`config.mk`:
```
export PLATFORM = sky130hd
export DESIGN_NAME = apb_master
export DESIGN_NICKNAME = d
export VERILOG_FILES = /design/src/rtl/apb_pkg.sv /design/src/rtl/apb_lane_align.sv /design/src/rtl/apb_master.sv
export SDC_FILE = /design/constraint.sdc
export NUM_CORES = 1
export LEC_CHECK = 0
export ABC_AREA = 1
export CORE_MARGIN = 8
export CORE_UTILIZATION = 49
export CTS_BUF_LIST = sky130_fd_sc_hd__clkbuf_8
export CTS_CLUSTER_DIAMETER = 150
export DETAILED_ROUTE_END_ITERATION = 10
export HOLD_SLACK_MARGIN = 0.02
export PLACE_DENSITY = 0.89
export SETUP_SLACK_MARGIN = 0.2
export SKIP_LAST_GASP = 1
export SLEW_MARGIN = 15
export SYNTH_ARGS = -nofsm -noshare
export SYNTH_HDL_FRONTEND = slang
export SYNTH_SLANG_ARGS = --single-unit
```
`constraint.sdc`:
```
create_clock -name clk -period 3.2 [get_ports clk]
set_input_delay 0.64 -clock clk [delete_from_list [all_inputs] [get_ports clk]]
set_output_delay 0.64 -clock clk [all_outputs]
set_load 0.02 [all_outputs]
```
`src/rtl/apb_pkg.sv`:
```
// Shared types and constants for the APB4 master.
package apb_pkg;

  typedef enum logic [1:0] {
    StIdle,
    StSetup,
    StAccess
  } apb_state_e;

  // funct3[1:0] size codes; 2'b11 is illegal
  localparam logic [1:0] SZ_B = 2'b00;
  localparam logic [1:0] SZ_H = 2'b01;
  localparam logic [1:0] SZ_W = 2'b10;

  localparam int unsigned TIMEOUT_DEFAULT = 255;

endpackage

```
`src/rtl/apb_lane_align.sv`:
```
// Byte-lane placement for stores, lane extraction for loads, alignment check.
module apb_lane_align
  import apb_pkg::*;
(
  input  logic [1:0]  size_i,
  input  logic [1:0]  offset_i,
  input  logic [31:0] wdata_i,
  input  logic [31:0] prdata_i,
  output logic [3:0]  pstrb_o,
  output logic [31:0] pwdata_o,
  output logic [31:0] rdata_o,
  output logic        misaligned_o
);

  logic [4:0]  shamt;
  logic [31:0] rshift;

  assign shamt    = {offset_i, 3'b000};
  assign pwdata_o = wdata_i << shamt;
  assign rshift   = prdata_i >> shamt;

  // Strobes, read mask and legality all follow the size code
  always_comb begin
    pstrb_o      = 4'b0000;
    rdata_o      = rshift;
    misaligned_o = 1'b0;
    case (size_i)
      SZ_B: begin
        pstrb_o = 4'b0001 << offset_i;
        rdata_o = {24'h0, rshift[7:0]};
      end
      SZ_H: begin
        pstrb_o      = 4'b0011 << offset_i;
        rdata_o      = {16'h0, rshift[15:0]};
        misaligned_o = offset_i[0];
      end
      SZ_W: begin
        pstrb_o      = 4'b1111;
        misaligned_o = (offset_i != 2'b00);
      end
      default: begin
        rdata_o      = 32'h0;
        misaligned_o = 1'b1;
      end
    endcase
  end

endmodule

```
`src/rtl/apb_master.sv`:
```
// Single-outstanding APB4 master: request in, SETUP/ACCESS, aligned response out.
module apb_master
  import apb_pkg::*;
#(
  parameter int unsigned TIMEOUT = TIMEOUT_DEFAULT
) (
  input  logic        clk,
  input  logic        rst,
  input  logic        req_valid,
  output logic        req_ready,
  input  logic        req_write,
  input  logic [2:0]  req_funct3,
  input  logic [31:0] req_addr,
  input  logic [31:0] req_wdata,
  output logic        rsp_valid,
  output logic [31:0] rsp_rdata,
  output logic        rsp_err,
  output logic [31:0] paddr,
  output logic        psel,
  output logic        penable,
  output logic        pwrite,
  output logic [31:0] pwdata,
  output logic [3:0]  pstrb,
  input  logic [31:0] prdata,
  input  logic        pready,
  input  logic        pslverr
);

  localparam int unsigned CntW = (TIMEOUT == 0) ? 1 : $clog2(TIMEOUT + 1);
  // Value held during the last tolerated pready-low ACCESS cycle
  localparam logic [CntW-1:0] CntLast = CntW'((TIMEOUT == 0) ? 0 : TIMEOUT - 1);

  apb_state_e      state_q, state_d;
  logic [31:0]     paddr_q, paddr_d;
  logic            pwrite_q, pwrite_d;
  logic [31:0]     pwdata_q, pwdata_d;
  logic [3:0]      pstrb_q, pstrb_d;
  logic            psel_q, psel_d;
  logic            penable_q, penable_d;
  logic [1:0]      size_q, size_d;
  logic [CntW-1:0] cnt_q, cnt_d;
  logic            rsp_valid_q, rsp_valid_d;
  logic [31:0]     rsp_rdata_q, rsp_rdata_d;
  logic            rsp_err_q, rsp_err_d;

  logic [1:0]  al_size, al_offset;
  logic [3:0]  al_pstrb;
  logic [31:0] al_pwdata, al_rdata;
  logic        al_misaligned;

  // In IDLE the aligner sees the incoming request; afterwards the latched one
  assign al_size   = (state_q == StIdle) ? req_funct3[1:0] : size_q;
  assign al_offset = (state_q == StIdle) ? req_addr[1:0]   : paddr_q[1:0];

  apb_lane_align u_lane_align (
    .size_i       (al_size),
    .offset_i     (al_offset),
    .wdata_i      (req_wdata),
    .prdata_i     (prdata),
    .pstrb_o      (al_pstrb),
    .pwdata_o     (al_pwdata),
    .rdata_o      (al_rdata),
    .misaligned_o (al_misaligned)
  );

  // Next-state, APB and response logic
  always_comb begin
    state_d     = state_q;
    paddr_d     = paddr_q;
    pwrite_d    = pwrite_q;
    pwdata_d    = pwdata_q;
    pstrb_d     = pstrb_q;
    psel_d      = psel_q;
    penable_d   = penable_q;
    size_d      = size_q;
    cnt_d       = cnt_q;
    rsp_valid_d = 1'b0;
    rsp_rdata_d = rsp_rdata_q;
    rsp_err_d   = rsp_err_q;
    unique case (state_q)
      StIdle: begin
        if (req_valid) begin
          if (al_misaligned) begin
            rsp_valid_d = 1'b1;
            rsp_err_d   = 1'b1;
            rsp_rdata_d = 32'h0;
          end else begin
            state_d   = StSetup;
            paddr_d   = req_addr;
            pwrite_d  = req_write;
            size_d    = req_funct3[1:0];
            pwdata_d  = req_write ? al_pwdata : 32'h0;
            pstrb_d   = req_write ? al_pstrb : 4'b0000;
            psel_d    = 1'b1;
            penable_d = 1'b0;
            cnt_d     = '0;
          end
        end
      end
      StSetup: begin
        state_d   = StAccess;
        penable_d = 1'b1;
      end
      StAccess: begin
        // pready takes priority over an expiring timeout
        if (pready) begin
          state_d     = StIdle;
          psel_d      = 1'b0;
          penable_d   = 1'b0;
          rsp_valid_d = 1'b1;
          rsp_rdata_d = pwrite_q ? 32'h0 : al_rdata;
          rsp_err_d   = pslverr;
        end else if ((TIMEOUT != 0) && (cnt_q == CntLast)) begin
          state_d     = StIdle;
          psel_d      = 1'b0;
          penable_d   = 1'b0;
          rsp_valid_d = 1'b1;
          rsp_rdata_d = 32'h0;
          rsp_err_d   = 1'b1;
        end else begin
          cnt_d = cnt_q + CntW'(1);
        end
      end
      default: state_d = StIdle;
    endcase
  end

  // State register with synchronous reset
  always_ff @(posedge clk) begin
    if (rst) begin
      state_q     <= StIdle;
      paddr_q     <= 32'h0;
      pwrite_q    <= 1'b0;
      pwdata_q    <= 32'h0;
      pstrb_q     <= 4'b0000;
      psel_q      <= 1'b0;
      penable_q   <= 1'b0;
      size_q      <= 2'b00;
      cnt_q       <= '0;
      rsp_valid_q <= 1'b0;
      rsp_rdata_q <= 32'h0;
      rsp_err_q   <= 1'b0;
    end else begin
      state_q     <= state_d;
      paddr_q     <= paddr_d;
      pwrite_q    <= pwrite_d;
      pwdata_q    <= pwdata_d;
      pstrb_q     <= pstrb_d;
      psel_q      <= psel_d;
      penable_q   <= penable_d;
      size_q      <= size_d;
      cnt_q       <= cnt_d;
      rsp_valid_q <= rsp_valid_d;
      rsp_rdata_q <= rsp_rdata_d;
      rsp_err_q   <= rsp_err_d;
    end
  end

  assign req_ready = (state_q == StIdle);
  assign paddr     = paddr_q;
  assign pwrite    = pwrite_q;
  assign pwdata    = pwdata_q;
  assign pstrb     = pstrb_q;
  assign psel      = psel_q;
  assign penable   = penable_q;
  assign rsp_valid = rsp_valid_q;
  assign rsp_rdata = rsp_rdata_q;
  assign rsp_err   = rsp_err_q;

endmodule

```
==> impl_metrics.json, run 1 <==
{
  "clkPwrFrac_pct": 30.6,
  "critPathArrivalTime_ns": 2.67,
  "port_buffers": 209,
  "yosys_warnings": 0,
  "cap_violations": 0,
  "critPathMaxStageDelay_ns": 0.42,
  "die_y_um": 121,
  "die_x_um": 121,
  "hp-start": "paddr[17]$_SDFFE_PP0P_",
  "cts_root_buf": "clkbuf_8",
  "fin_hold_ws_ns": 0.446,
  "dieArea_um2": 14600,
  "crit_family": "buffers and inverters",
  "report.final.slew_viol_count": 0,
  "fin_crit_sh_pct": 73.6,
  "cts.path.max_buffers": 2,
  "slew_headroom_pct": 50.5,
  "syn-cell-area_um2": 5400,
  "fin_setup_tns_ns": 0,
  "routed_wl_um": 18200,
  "reg2reg_from": "state_q[0]$_SDFFE_PP0P_",
  "fin_skew_ns": 0.0120,
  "swShare_pct": 34.9,
  "power_frac_seq_pct": 40.8,
  "hp-class": "register to register",
  "cp_slowest_cell": "clkdlybuf4s50_1",
  "yosys.area.top_type": "dfxtp_1",
  "netlist_instances": 816,
  "grtUsageTotal_pct": 24.0,
  "yosysSeqAreaShare_pct": 43.4,
  "grt_pass1_vias": 5723,
  "area_growth_pct": 46.7,
  "finalCriticalPeriod_ns": 2.35,
  "cp-startpoint": "req_addr[1]",
  "critical_path.most_common_cell": "nand2_2",
  "max_freq_mhz": 425,
  "drcViolationCount": 0,
  "syn_area_per_cell_um2": 6.62,
  "antenna_found_initial": 0,
  "clk_latency_ns": 0.42,
  "grt_pass1_wl_um": 28300,
  "core-area_um2": 10800,
  "cts_inserted_buffers": 17,
  "crit_buf_inv": 4,
  "synthTopCellsByArea": "dfxtp_1, nand2_1, nand3_1",
  "cts_setup_buffers": 0,
  "drive_gt1_share_pct": 5.77,
  "post-synth-top-area-fraction_pct": 43.4,
  "p_leak_nw": 3.32,
  "internal_power_mw": 2.55,
  "seq_area_um2": 2340,
  "finish.net_count": 1116,
  "final_cell_mix": "nand2_1, clkdlybuf4s50_1, dfxtp_1, nor2_1, nand3_1",
  "synth_nets": 923,
  "via_count": 6041,
  "vdd_drop_max_v": 0.000333,
  "cts_resized": 0,
  "antenna_left": 0,
  "combPwrFrac_pct": 28.6,
  "clk_pin_slew_ns": 0.08,
  "worstPathRequired_ns": 3.51,
  "start_kind": "input pin",
  "drtPass1Iterations": 5,
  "vias_per_cell": 5.20,
  "cts_tree": "yes",
  "outcome": "complete, no violations",
  "setup_violations": 0,
  "multi_input_area_um2": 2680,
  "ys_ff_latch": 117,
  "final_hold_viol_count": 0,
  "start_util_pct": 50.0,
  "cellPowerDensity_nw_per_um2": 494,
  "crit_type": "input pin to register",
  "drt_iter0_markers": 539,
  "tightestPinTransition_ns": 0.742,
  "worstPathMaxFanout": 36,
  "htreeDepth": 4,
  "grt_max_degree": 63,
  "num_antenna_cells": 0,
  "wl_per_cell_um": 15.7,
  "layout_commonest_cell": "nand2_1",
  "cts.sink_count": 117,
  "crit_path_end_kind": "register",
  "rows": 38,
  "p_sw_mw": 1.37,
  "overflow": 0,
  "rsz0062_at_grt": "false",
  "io_pins": 211,
  "cts_hold_buf": 0,
  "gp_congestion": 0.859,
  "fillerInstances": 886,
  "synth_cell_types": 26,
  "post-dp-hpwl_um": 13100,
  "path_cells": "clkdlybuf4s50_1 -> inv_1 -> nand2_1 -> nand2_2 -> nand2_2 -> nand2_2 -> nand3_1 -> nand2_1 -> buf_4 -> inv_1 -> nor2_1 -> nor2_1"
}
[power groups by stage]
stage / clock [mW] / sequential [mW] / combinational (mW)
global route: 1.30 / 1.61 / 1.22
detailed placement: 0 / 1.63 / 1.11
finish: 1.20 / 1.60 / 1.12
floorplan: 0 / 1.73 / 0.539
global placement: 0 / 1.62 / 1.09
CTS: 1.22 / 1.60 / 1.12
[cell families after synthesis]
| family | Yosys count | share of synthesized area (%) |
|---|---|---|
| simple gates | 479 | 36.2 |
| compound gates | 123 | 12.4 |
| xor+xnor | 3 | 0.487 |
| buf+inv | 92 | 7.07 |
| flops | 117 | 43.4 |
| fa+ha+maj | 2 | 0.463 |
[routing by layer]
metal,up-vias,GRT usage [%],part of all wire (%)
li1,3004,-,-
met1,2730,28.0,41
met2,285,38.8,46
met3,22,10.4,12
met4,0,7.88,1.6
met5,-,0,0
[worst paths after layout]
path / end / slack, ns / depth (start not counted)
worst max-delay path: rsp_rdata[27]$_SDFFE_PP0P_ / 0.85 / 12
worst min-delay path: paddr[17]$_SDFFE_PP0P_ / 0.45 / 2
worst max register to register: rsp_rdata[27]$_SDFFE_PP0P_ / 0.90 / 11
worst min register to register: paddr[17]$_SDFFE_PP0P_ / 0.45 / 2
[flip-flops by register name, indices dropped and copies added (netlist names)]
register,count
pwrite,1
rsp_valid,1
psel,1
state_q,2
pwdata,32
rsp_rdata,32
penable,1
size_q,2
rsp_err,1
cnt_q,8
pstrb,4
paddr,32
[final cells by class]
cell class,instances,share of cell area [%]
clock inverter,14,1.29
tap,140,2.21
sequential,117,29.6
timing repair buffer,221,27.8
inverter,45,2.13
clock buffer,18,3.13
multi-input combinational,607,33.8
[cell usage after synthesis (all sizes together)]
cell type,number
a211oi,1
a21oi,46
buf,26
clkbuf,21
dfxtp,117
ha,2
inv,45
nand2,338
nand3,55
nand4,9
nor2,68
nor3,8
o211ai,14
o21ai,49
o21bai,1
o22ai,11
o31ai,1
or2,1
xnor2,1
xor2,2
[worst min-delay path, cell delays in order (launching register included)]
cell and delay [ns]:
dfxtp_1 0.31, nand2_1 0.06, nand2_1 0.04
[metrics by stage]
| stage | std cells | cell area [µm²] | power (mW) | utilization, % | setup WS (ns) |
|---|---|---|---|---|---|
| detailed placement | 1130 | 7580 | 2.73 | 70.2 | 0.483 |
| finish | 1162 | 7930 | 3.92 | 73.4 | 0.846 |
| global placement | 1130 | 7580 | 2.72 | 70.2 | 0.486 |
| CTS | 1162 | 7930 | 3.93 | 73.4 | 0.835 |
| floorplan | 816 | 5400 | 2.27 | - | 1.38 |
| global route | 1162 | 7930 | 4.12 | 73.4 | 0.669 |
(Power assumes the default switching activity.)
==> run 2: changes to the inputs <==
Settings changed: CORE_UTILIZATION 49 to 41, PLACE_DENSITY 0.89 to 0.79.
Clock period 3.2 ns to 2.1 ns, I/O delays scaled along.
==> run 2 against run 1 <==
Compared with the run above: final area rose by 7.3%; critical path depth down 11; sequential power up 52%; global-route usage down 3.4 points; critical endpoint is now pwdata[21]; highest routed layer unchanged.
==> impl_metrics.json, run 2 (synthesis results as in run 1) <==
{
  "clk_pin_slew_ns": 0.07,
  "worstPathRequired_ns": 1.68,
  "post-dp-hpwl_um": 13400,
  "path_cells": "clkdlybuf4s50_1",
  "layout_commonest_cell": "nand2_1",
  "crit_buf_inv": 1,
  "utilization_pct": 65.3,
  "cellPowerDensity_nw_per_um2": 793,
  "cts.sink_count": 117,
  "start_kind": "register",
  "crit_family": "buffers and inverters",
  "cap_violations": 0,
  "whs_path_depth": 3,
  "critPathArrivalTime_ns": 1.43,
  "clk_latency_ns": 0.44,
  "vias_per_cell": 4.89,
  "slew_headroom_pct": 68.8,
  "fin_skew_ns": 0.0109,
  "design_area_um2": 8510,
  "r2r_cells": 11,
  "drcViolationCount": 0,
  "htreeDepth": 4,
  "routed_wl_um": 18100,
  "port_buffers": 209,
  "area_growth_pct": 57.5,
  "gp_congestion": 0.869,
  "num_antenna_cells": 0,
  "antenna_left": 0,
  "grtUsageTotal_pct": 20.6,
  "setup_violations": 0,
  "drive_gt1_share_pct": 9.10,
  "final_hold_viol_count": 0,
  "core-area_um2": 13000,
  "critPathMaxStageDelay_ns": 0.65,
  "finalCriticalPeriod_ns": 1.85,
  "worstPathMaxFanout": 2,
  "cp.depth": 1,
  "start_util_pct": 41.4,
  "fin_crit_sh_pct": 88.1,
  "cts_tree": "yes",
  "rows": 42,
  "dpl_cell_area_um2": 7990,
  "die_y_um": 131,
  "drtPass1Iterations": 7,
  "final_cell_mix": "nand2_1, clkdlybuf4s50_1, dfxtp_1, nor2_1, nand3_1",
  "crit_type": "register to output port",
  "io_pins": 211,
  "hp-class": "input pin to register",
  "grt_pass1_vias": 5626,
  "wl_per_cell_um": 14.7,
  "cts_hold_buf": 0,
  "drt_iter0_markers": 469,
  "cp_slowest_cell": "clkdlybuf4s50_1",
  "p_leak_nw": 3.61,
  "grt_max_degree": 61,
  "grt_pass1_wl_um": 27700,
  "report.final.slew_viol_count": 0,
  "outcome": "complete, no violations",
  "via_count": 6019,
  "tightestPinTransition_ns": 0.469,
  "cts_root_buf": "clkbuf_8",
  "crit_path_end_kind": "output port",
  "cts_inserted_buffers": 17,
  "cts.path.max_buffers": 2,
  "overflow": 0,
  "dieArea_um2": 17100,
  "finish.net_count": 1149,
  "die_x_um": 131,
  "antenna_found_initial": 0,
  "vdd_drop_max_v": 0.000336,
  "rsz0062_at_grt": "true",
  "max_freq_mhz": 541
}
run 2: timing repair:
item                       4_1_cts  5_1_grt
cloned                           0        1
gates resized for setup          2       10
pin swaps                        0        1
buffers inserted                 0        1
setup endpoints to repair        4      106
run 2: routing by layer:
| layer | vias up | GRT usage, % | wire length [µm] |
|---|---|---|---|
| met5 | - | 0 | 0 |
| met4 | 0 | 7.77 | 305 |
| met3 | 20 | 8.00 | 1720 |
| met2 | 219 | 33.1 | 8340 |
| met1 | 2705 | 24.5 | 7720 |
| li1 | 3075 | - | - |
run 2: power breakdown:
part | switching, mW | internal [mW]
Clock | 0.932 | 1.47
Sequential | 0.0712 | 2.36
Combinational | 1.06 | 0.851
Total | 2.06 | 4.68
run 2: per-stage QoR:
step	power, mW	hold WS (ns)	std cells	setup WS, ns	setup TNS, ns
2_1_floorplan	3.46	0.419	816	0.321	0
3_3_place_gp	4.34	0.427	1197	-0.0730	-0.459
3_5_place_dp	4.36	0.431	1197	-0.0755	-0.531
4_1_cts	6.79	0.382	1229	0.205	0
5_1_grt	7.09	0.387	1231	0.143	0
6_report	6.75	0.395	1231	0.251	0
run 2: final cells by class:
type / count / area (µm²)
tap: 176 / 220
timing repair buffer: 254 / 2610
sequential: 117 / 2350
fill: 1235 / 4530
clock buffer: 19 / 262
multi-input combinational: 607 / 2690
inverter: 45 / 171
clock inverter: 13 / 206
run 2: path summary, 6_finish.rpt:
check | from | endpoint | slack (ns)
max | pwdata[21]$_SDFFE_PP0P_ | pwdata[21] | 0.25
min | rst | state_q[0]$_SDFFE_PP0P_ | 0.40
max reg2reg | state_q[0]$_SDFFE_PP0P_ | pwdata[21]$_SDFFE_PP0P_ | 0.34
min reg2reg | paddr[19]$_SDFFE_PP0P_ | paddr[19]$_SDFFE_PP0P_ | 0.44
run 2: worst reg2reg max path: stages, from the launching register on:
cell	delay, ns
dfxtp_4	0.37
nor2_4	0.18
nand2_1	0.08
nand2_2	0.13
nand2_2	0.08
nand2_2	0.10
nand4_4	0.16
buf_12	0.18
nor2_4	0.11
buf_12	0.17
nand3_1	0.08
nand2_1	0.08
==> run 3: changes to the inputs <==
Settings changed: CAP_MARGIN set to 20.
==> results of run 3 <==
Final layout, timing and power as in run 2 (identical DEF).
